--- src/rtl/halt_step_ctrl_pkg.sv ---
// ============================================================================
// Module : halt_step_ctrl_pkg
// Brief  : Shared state encoding and default constants for halt_step_ctrl.
// Rev    : 1.0 - initial release
// ============================================================================
`default_nettype none

package halt_step_ctrl_pkg;

  typedef enum logic [1:0] {
    ST_RUN  = 2'd0,
    ST_HALT = 2'd1,
    ST_STEP = 2'd2
  } state_t;

  localparam int C_DEB_LIMIT = 10;
  localparam int C_STEP_LEN  = 1;

endpackage

`default_nettype wire

--- src/rtl/halt_step_ctrl_btn_debounce.sv ---
// ============================================================================
// Module : btn_debounce
// Brief  : One button channel: 2-FF synchroniser, debounce counter, clean
//          level and registered rising-edge pulse.
// Rev    : 1.0 - initial release
// ============================================================================
`default_nettype none

module btn_debounce
  import halt_step_ctrl_pkg::*;
#(
  parameter int DEB_W     = 4,
  parameter int DEB_LIMIT = C_DEB_LIMIT
) (
  input  logic             clk,
  input  logic             rst_n,
  input  logic             btn,
  output logic             clean,
  output logic             rise,
  output logic [DEB_W-1:0] count
);

  localparam logic [DEB_W-1:0] C_LAST = DEB_W'(DEB_LIMIT - 1);

  logic             r_sync1;
  logic             r_sync2;
  logic             r_clean;
  logic             r_rise;
  logic [DEB_W-1:0] r_cnt;

  always_ff @(posedge clk or negedge rst_n) begin
    if (!rst_n) begin
      r_sync1 <= 1'b0;
      r_sync2 <= 1'b0;
      r_clean <= 1'b0;
      r_rise  <= 1'b0;
      r_cnt   <= '0;
    end else begin
      r_sync1 <= btn;
      r_sync2 <= r_sync1;
      r_rise  <= 1'b0;
      if (r_sync2 == r_clean) begin
        r_cnt <= '0;
      end else if (r_cnt == C_LAST) begin
        // Flip coincides with the pulse so rise marks the first clean-high cycle
        r_clean <= ~r_clean;
        r_rise  <= ~r_clean;
        r_cnt   <= '0;
      end else begin
        r_cnt <= r_cnt + DEB_W'(1);
      end
    end
  end

  assign clean = r_clean;
  assign rise  = r_rise;
  assign count = r_cnt;

endmodule

`default_nettype wire

--- src/rtl/halt_step_ctrl.sv ---
// ============================================================================
// Module : halt_step_ctrl
// Brief  : Run/halt/single-step clock-enable controller with debounced buttons.
// Rev    : 1.0 - initial release
// ============================================================================
`default_nettype none

module halt_step_ctrl
  import halt_step_ctrl_pkg::*;
#(
  parameter int NUM_BTN   = 2,
  parameter int DEB_W     = 4,
  parameter int DEB_LIMIT = C_DEB_LIMIT,
  parameter int STEP_W    = 4,
  parameter int STEP_LEN  = C_STEP_LEN
) (
  input  logic               clk,
  input  logic               rst_n,
  input  logic [NUM_BTN-1:0] btn,
  input  logic               clk_dis,
  output logic               clk_en,
  output logic               halted,
  output logic               step_busy,
  output logic [NUM_BTN-1:0] clean_btn,
  output logic [NUM_BTN-1:0] btn_rise,
  output logic [DEB_W-1:0]   delay_reg
);

  localparam logic [STEP_W-1:0] C_STEP_LOAD = STEP_W'(STEP_LEN - 1);

  state_t            r_state;
  state_t            w_state_nxt;
  logic [STEP_W-1:0] r_step_cnt;
  logic [STEP_W-1:0] w_step_nxt;

  for (genvar gi = 0; gi < NUM_BTN; gi++) begin : g_btn
    if (gi == 0) begin : g_dbg
      btn_debounce #(
        .DEB_W     (DEB_W),
        .DEB_LIMIT (DEB_LIMIT)
      ) u_deb (
        .clk   (clk),
        .rst_n (rst_n),
        .btn   (btn[gi]),
        .clean (clean_btn[gi]),
        .rise  (btn_rise[gi]),
        .count (delay_reg)
      );
    end else begin : g_plain
      logic [DEB_W-1:0] w_count_unused;
      btn_debounce #(
        .DEB_W     (DEB_W),
        .DEB_LIMIT (DEB_LIMIT)
      ) u_deb (
        .clk   (clk),
        .rst_n (rst_n),
        .btn   (btn[gi]),
        .clean (clean_btn[gi]),
        .rise  (btn_rise[gi]),
        .count (w_count_unused)
      );
    end
  end

  always_ff @(posedge clk or negedge rst_n) begin
    if (!rst_n) begin
      r_state    <= ST_RUN;
      r_step_cnt <= '0;
    end else begin
      r_state    <= w_state_nxt;
      r_step_cnt <= w_step_nxt;
    end
  end

  always_comb begin
    w_state_nxt = r_state;
    w_step_nxt  = r_step_cnt;
    case (r_state)
      ST_RUN: begin
        if (clk_dis || btn_rise[0]) w_state_nxt = ST_HALT;
      end
      ST_HALT: begin
        // Toggle wins over step when both buttons rise together
        if (!clk_dis && btn_rise[0]) begin
          w_state_nxt = ST_RUN;
        end else if (!clk_dis && btn_rise[1]) begin
          w_state_nxt = ST_STEP;
          w_step_nxt  = C_STEP_LOAD;
        end
      end
      ST_STEP: begin
        if (clk_dis || r_step_cnt == '0) begin
          w_state_nxt = ST_HALT;
        end else begin
          w_step_nxt = r_step_cnt - STEP_W'(1);
        end
      end
      default: w_state_nxt = ST_RUN;
    endcase
  end

  assign clk_en    = (r_state == ST_RUN) || (r_state == ST_STEP);
  assign halted    = (r_state == ST_HALT);
  assign step_busy = (r_state == ST_STEP);

endmodule

`default_nettype wire

--- config.mk ---
export PLATFORM = sky130hd
export DESIGN_NAME = halt_step_ctrl
export DESIGN_NICKNAME = d
export VERILOG_FILES = /design/src/rtl/halt_step_ctrl_pkg.sv /design/src/rtl/halt_step_ctrl_btn_debounce.sv /design/src/rtl/halt_step_ctrl.sv
export SDC_FILE = /design/constraint.sdc
export NUM_CORES = 1
export LEC_CHECK = 0
export ABC_AREA = 1
export ABC_CLOCK_PERIOD_IN_PS = 1200
export BUFFER_PORTS_ARGS = -buffer_cell sky130_fd_sc_hd__buf_2
export CAP_MARGIN = 20
export CORE_MARGIN = 3
export CORE_UTILIZATION = 49
export CTS_CLUSTER_SIZE = 30
export DETAILED_ROUTE_END_ITERATION = 10
export PLACE_DENSITY = 0.73
export SYNTH_ARGS = -nofsm -noshare
export SYNTH_HDL_FRONTEND = slang
export SYNTH_SLANG_ARGS = --single-unit
--- constraint.sdc ---
create_clock -name clk -period 1.2 [get_ports clk]
set_input_delay 0.3 -clock clk [delete_from_list [all_inputs] [get_ports clk]]
set_output_delay 0.3 -clock clk [all_outputs]
set_load 0.01 [all_outputs]
### After elaboration in Yosys (flattened, before gate mapping)

Cells that the tools add are included.

* word-level logic and storage cells: 61
* input port bits: 5
* output and inout port bits: 11
* register bits after elaboration: 22

* add/subtract/negate cells: 3
* bitwise gates (word level): 4
* mux-type cells: 17
* reductions and logical operators: 13
* equal/unequal tests: 12

Operators by type and width (number)
* 4-bit 2-to-1 mux: 7
* 4-bit by 1-bit adder with 4-bit output, second input constant: 2
* 4-bit equality test, second input constant: 2
* 2-bit 2-to-1 mux: 4
* 4-bit case mux with 2 select lines: 1
* 2-bit != test, second input constant: 3
* 2-bit case mux with 3 select lines: 1
* 4-bit zero test: 1
* 1-bit 2-to-1 mux: 4
* 2-bit by 1-bit != test with 1-bit output, second input constant: 2
* 1-bit NOT: 4
* 2-bit AND reduction: 2
* 4-bit AND reduction: 1
* 4-bit by 1-bit subtractor with 4-bit output, second input constant: 1
* 1-bit logical OR: 3
* 3-bit by 1-bit != test with 1-bit output, second input constant: 1
* 3-bit AND reduction: 1
* 1-bit equality test: 2
* 2-bit by 1-bit equality test with 1-bit output, second input constant: 1
* 2-bit equality test, second input constant: 1
* 1-bit logical AND: 2
* 2-bit zero test: 1
* 2-bit nonzero test: 1
* 1-bit zero test: 1

### Logic depth before layout (Yosys ltp)

* depth after elaboration: 5
* gate-level depth with buffers: 8
* mapped depth without buffers: 8

### Modules after synthesis

Synthesis repeated with hierarchy kept, for this count alone.

* cells, all modules: 133
* area, all modules: 1037.2 um2

By module, submodules not included
* btn_debounce: instances 2, sequential area each 200.2 um2, area an instance 327.8 um2, cells an instance 39
* halt_step_ctrl: instances 1, sequential area each 150.1 um2, area an instance 381.6 um2, cells an instance 55

### Worst setup path before layout

Ideal clock, no wire load.

* path kind: flip-flop to flip-flop
* from: register r_state[0]
* to: register r_step_cnt[3]
* setup slack: 0.098 ns
* required time: 1.083 ns
* arrival time: 0.985 ns
* library setup time: 0.117 ns
* period minus slack after synthesis: 1.102 ns
* stages on the path, launching flop included: 9
* path buffers: 0
* cell sequence: dfrtp_1 > inv_2 > nand2_2 > nor2_4 > nand2_2 > nand2_4 > nand2_4 > nand2_1 > nand2_1

* cells in the longest elaborated chain, start to end: 3
* elaborated cells on any way between the ends: 8
* those cells by class: eq/ne (5); mux (1); reduce/logical (2)

RTL lines
* from (decl): RTL line halt_step_ctrl.sv:31 `state_t r_state;`
* from (signal assigned): RTL line halt_step_ctrl.sv:70 `r_state <= w_state_nxt;`
* 2-bit equality test or 2-bit by 1-bit equality test with 1-bit output (tied branches): RTL line halt_step_ctrl.sv:78 `case (r_state)`
* 2-bit != test (no line) (tied with other cells)
* 4-bit AND reduction (no line)
* to (signal assigned): RTL line halt_step_ctrl.sv:71 `r_step_cnt <= w_step_nxt;`
* to (decl): RTL line halt_step_ctrl.sv:33 `logic [STEP_W-1:0] r_step_cnt;`

Parallel ways exist; a longest one is shown, timed or not.
A chain may end at the register's enable or synchronous reset.

### Worst setup path after layout

* from: register r_state[0]
* to: output step_busy

* cells in the longest elaborated chain, start to end: 1

RTL lines
* 2-bit equality test: RTL line halt_step_ctrl.sv:104 `assign step_busy = (r_state == ST_STEP);`
* to (decl): RTL line halt_step_ctrl.sv:23 `output logic step_busy,`

No other way between the ends.

==> Implementation_results.wiki <==
{| class="wikitable"
! Metric !! Value
|-
| Transition at the pin with the smallest max-transition slack || 457 ps
|-
| Placed cells || 150
|-
| Failing checks || setup timing
|-
| Most used standard cell by instance count after synthesis || sky130_fd_sc_hd__nand2_1
|-
| Min-delay worst type || input port to flop
|-
| Layout Utilization || 63.5%
|-
| Number of max-capacitance violations reported || 0
|-
| Final weighted congestion in routability-driven placement || ~0.86
|-
| # fillers || around 160
|-
| Status || finished, violations left
|-
| Maximum fanout along the worst path || 3
|-
| DR iter-0 viols || 8
|-
| Clock tree root buffer cell || sky130_fd_sc_hd__clkbuf_4
|-
| Iteration count of the initial detailed-routing pass || 6
|-
| Commonest cells post-synth || sky130_fd_sc_hd__nand2_1, sky130_fd_sc_hd__dfrtp_1, sky130_fd_sc_hd__nor2_1
|-
| Type of the worst setup path || flop to output pin
|-
| Area used by sequential logic in the layout || roughly 550 um^2
|-
| Net total in the final layout || 147
|-
| Drt drc || 0
|-
| Library cell contributing the largest single delay on the critical path || sky130_fd_sc_hd__dfrtp_1
|-
| DIE AREA || 2710 um^2
|-
| First-pass GRT wire length || 2.73 mm
|-
| Post-synthesis average cell area || 9.28 um^2
|-
| Number of library cell types mapped by synthesis || 19
|-
| Pwr/cell area || 2000 nW/um^2
|-
| Clock latency on the worst-skew pair || 300 ps
|-
| Diode insertion count for antenna repair || 0
|-
| Biggest cell delay along the critical path || 400 ps
|-
| Vias in the first global route || between 600 and 700
|-
| Port Buf Inserts || 15
|-
| Hold Worst Slack || between 100 and 150 ps
|-
| H-tree depth reported by CTS || 1
|-
| Max Clock Freq || 762 MHz
|-
| Yosys top cell by area || sky130_fd_sc_hd__dfrtp_1
|-
| TritonCTS Buffers || 3
|-
| Crit path buf inv count || 3
|-
| Setup clock skew after layout || 5.05 ps
|-
| Synthesis-to-finish area growth || 21.1%
|-
| Largest net degree at the start of global routing || 23
|-
| Number of buffers on the longest clock path || 2
|-
| Average wire length per cell after detail routing || ~10 um
|-
| IR drop worst, VDD || 1.25 mV
|-
| Initial standard-cell utilization of the core || 52.5%
|-
| Time the final worst path needs with I/O delays and setup || 1310 ps
|-
| Number of enable-type register cells in the synthesized netlist || 0
|-
| Via/cell ratio || between 4 and 5
|-
| Top cells by area in the synthesized netlist || sky130_fd_sc_hd__dfrtp_1, sky130_fd_sc_hd__nand2_1, sky130_fd_sc_hd__nor2_1
|-
| Share of the synthesized area in the top cell type || a little over half
|-
| Element type at the critical path end || output pin
|-
| Aggregate global routing overflow || 0
|-
| DRT Wirelength || roughly 1.7 mm
|-
| Antenna violations before repair || 0
|-
| Flop and latch count out of synthesis || 22
|-
| Clock sink count || 22
|-
| Worst path setup slack after routing || -113 ps
|-
| Type of origin of the critical path || flop
|-
| Count of final max-slew check failures || 0
|-
| Relative max-transition margin || 69.5%
|-
| Half-perimeter wire length after placement || 1.22 mm
|-
| Most frequent cell on the critical path || sky130_fd_sc_hd__inv_2
|-
| Fraction of final layout cells sized beyond drive strength 1 || 31.4%
|-
| Leakage power of the design || 0.688 nW
|-
| X dimension of the die || 52.1 um
|-
| Part of the Yosys area used for sequential elements || 52.9%
|-
| Post-route clock period utilization || 109%
|-
| Async set-or-reset flop fraction in the synthesized netlist || 100%
|-
| Final setup fails || 7
|-
| Count of non-filler cells in the finished layout || 164
|-
| Arrival time at the worst endpoint || 1010 ps
|-
| Std-Cell Core Area || 1980 um^2
|-
| Cell Chain, Critical Path || inv_2 > nand2_4 > inv_2 > buf_6
|-
| Count of nets left with antenna violations after detail routing || 0
|-
| CP top delay family || flip-flops
|-
| Setup repair after global routing missed its margin || true
|-
| Critical Path RT || 900 ps
|-
| Commonest register cell after synthesis || sky130_fd_sc_hd__dfrtp_1
|-
| Post-synthesis cell area || just over 1000 um^2
|-
| Synthesized netlist cell count || ~110
|-
| DR vias || 776
|-
| Final Hold Viols || 0
|-
| Post-Syn Nets || roughly 120
|-
| Global-route usage over all layers || ~14%
|-
| Standard-cell rows || 16
|-
| TritonCTS clock tree || done
|-
| Clk slew on worst S/H paths || 110 ps
|-
| Area taken by multi-input logic gates || between 400 and 500 um^2
|-
| Yosys warning total || 0
|-
| I/O pins || 16
|-
| Overall die height || 52.1 um
|}
[through the flow]
stage,setup TNS (ps),instance area (um^2),total power [mW],worst slack (ps)
floorplan,0,1040,1.72,98.1
global placement,0,1120,1.90,43.4
detailed placement,0,1120,1.93,10.6
CTS,-489,1230,2.49,-127
global route,-946,1260,2.71,-176
finish,-449,1260,2.51,-113
[kinds of logic after synthesis]
kind of cell,after synthesis,share of synthesized area [%]
adder cells (fa/ha/maj),4,4.81
AND/OR/NAND/NOR,58,27.0
buffers and inverters,17,7.58
XOR/XNOR,6,5.05
AO/OA/AOI/OAI,5,2.65
flip-flops,22,52.9
[area by class of cell]
type / count / area share [%]
clock buffers: 4 / 2.88
inverters: 13 / 3.88
multi-input cells: 73 / 33.6
flip-flops and latches: 22 / 43.8
well taps: 27 / 2.68
repair buffers: 25 / 13.1
[cells in the final DEF (no fill, tap or decap), types with 3 or more instances in the layout]
cell type,n
sky130_fd_sc_hd__nand2_1,22
sky130_fd_sc_hd__dfrtp_1,21
sky130_fd_sc_hd__nor2_1,16
sky130_fd_sc_hd__buf_2,13
sky130_fd_sc_hd__buf_4,9
sky130_fd_sc_hd__inv_1,8
sky130_fd_sc_hd__nand3_1,8
sky130_fd_sc_hd__inv_2,5
sky130_fd_sc_hd__xor2_1,4
sky130_fd_sc_hd__nand2_4,4
sky130_fd_sc_hd__ha_1,4
sky130_fd_sc_hd__clkbuf_4,3
[metal layers]
metal	wire length (um)	up-vias	track usage [%]
met1	714	364	15.3
met3	59	4	1.72
met5	0	-	0
met2	860	15	25.1
li1	-	393	-
met4	17	0	7.86
[registers in the layout, summed over array words and instances (netlist names)]
name                         cells
g_btn.g_dbg.u_deb.r_sync1        1
g_btn.g_dbg.u_deb.r_sync2        1
g_btn.g_dbg.u_deb.clean          1
g_btn.g_plain.u_deb.count        4
g_btn.g_dbg.u_deb.rise           1
g_btn.g_plain.u_deb.r_sync1      1
r_step_cnt                       4
g_btn.g_plain.u_deb.rise         1
g_btn.g_plain.u_deb.clean        1
g_btn.g_dbg.u_deb.count          4
g_btn.g_plain.u_deb.r_sync2      1
r_state                          2
[path summary, 6_finish.rpt]
| check | slack, ps | cells after the start | to | startpoint |
|---|---|---|---|---|
| min in group asynchronous | 470 | 2 | g_btn[1].g_plain.u_deb.clean$_DFFE_PN0P_ | rst_n |
| hold / removal | 100 | 1 | g_btn[0].g_dbg.u_deb.r_sync1$_DFF_PN0_ | btn[0] |
| setup reg to reg | -60 | 9 | r_step_cnt[3]$_DFFE_PN0P_ | r_state[0]$_DFFE_PN0P_ |
| setup / recovery | -110 | 4 | step_busy | r_state[0]$_DFFE_PN0P_ |
| max in group asynchronous | 390 | 2 | r_state[1]$_DFFE_PN0P_ | rst_n |
| hold reg to reg | 360 | 0 | g_btn[1].g_plain.u_deb.r_sync2$_DFF_PN0_ | g_btn[1].g_plain.u_deb.r_sync1$_DFF_PN0_ |
[repair_timing]
action	in CTS	in global routing
buffers inserted	6	3
endpoints found under the hold margin	22	0
pin swaps	2	2
setup endpoints to repair	6	17
resized for setup	5	5
hold buffers	1	0
[power by group]
part	switching [mW]	internal [mW]	total, mW
combinational	0.611	0.498	1.11
sequential	0.133	0.884	1.02
clock	0.200	0.185	0.385
Note: power is estimated with default switching activity, not from simulation.
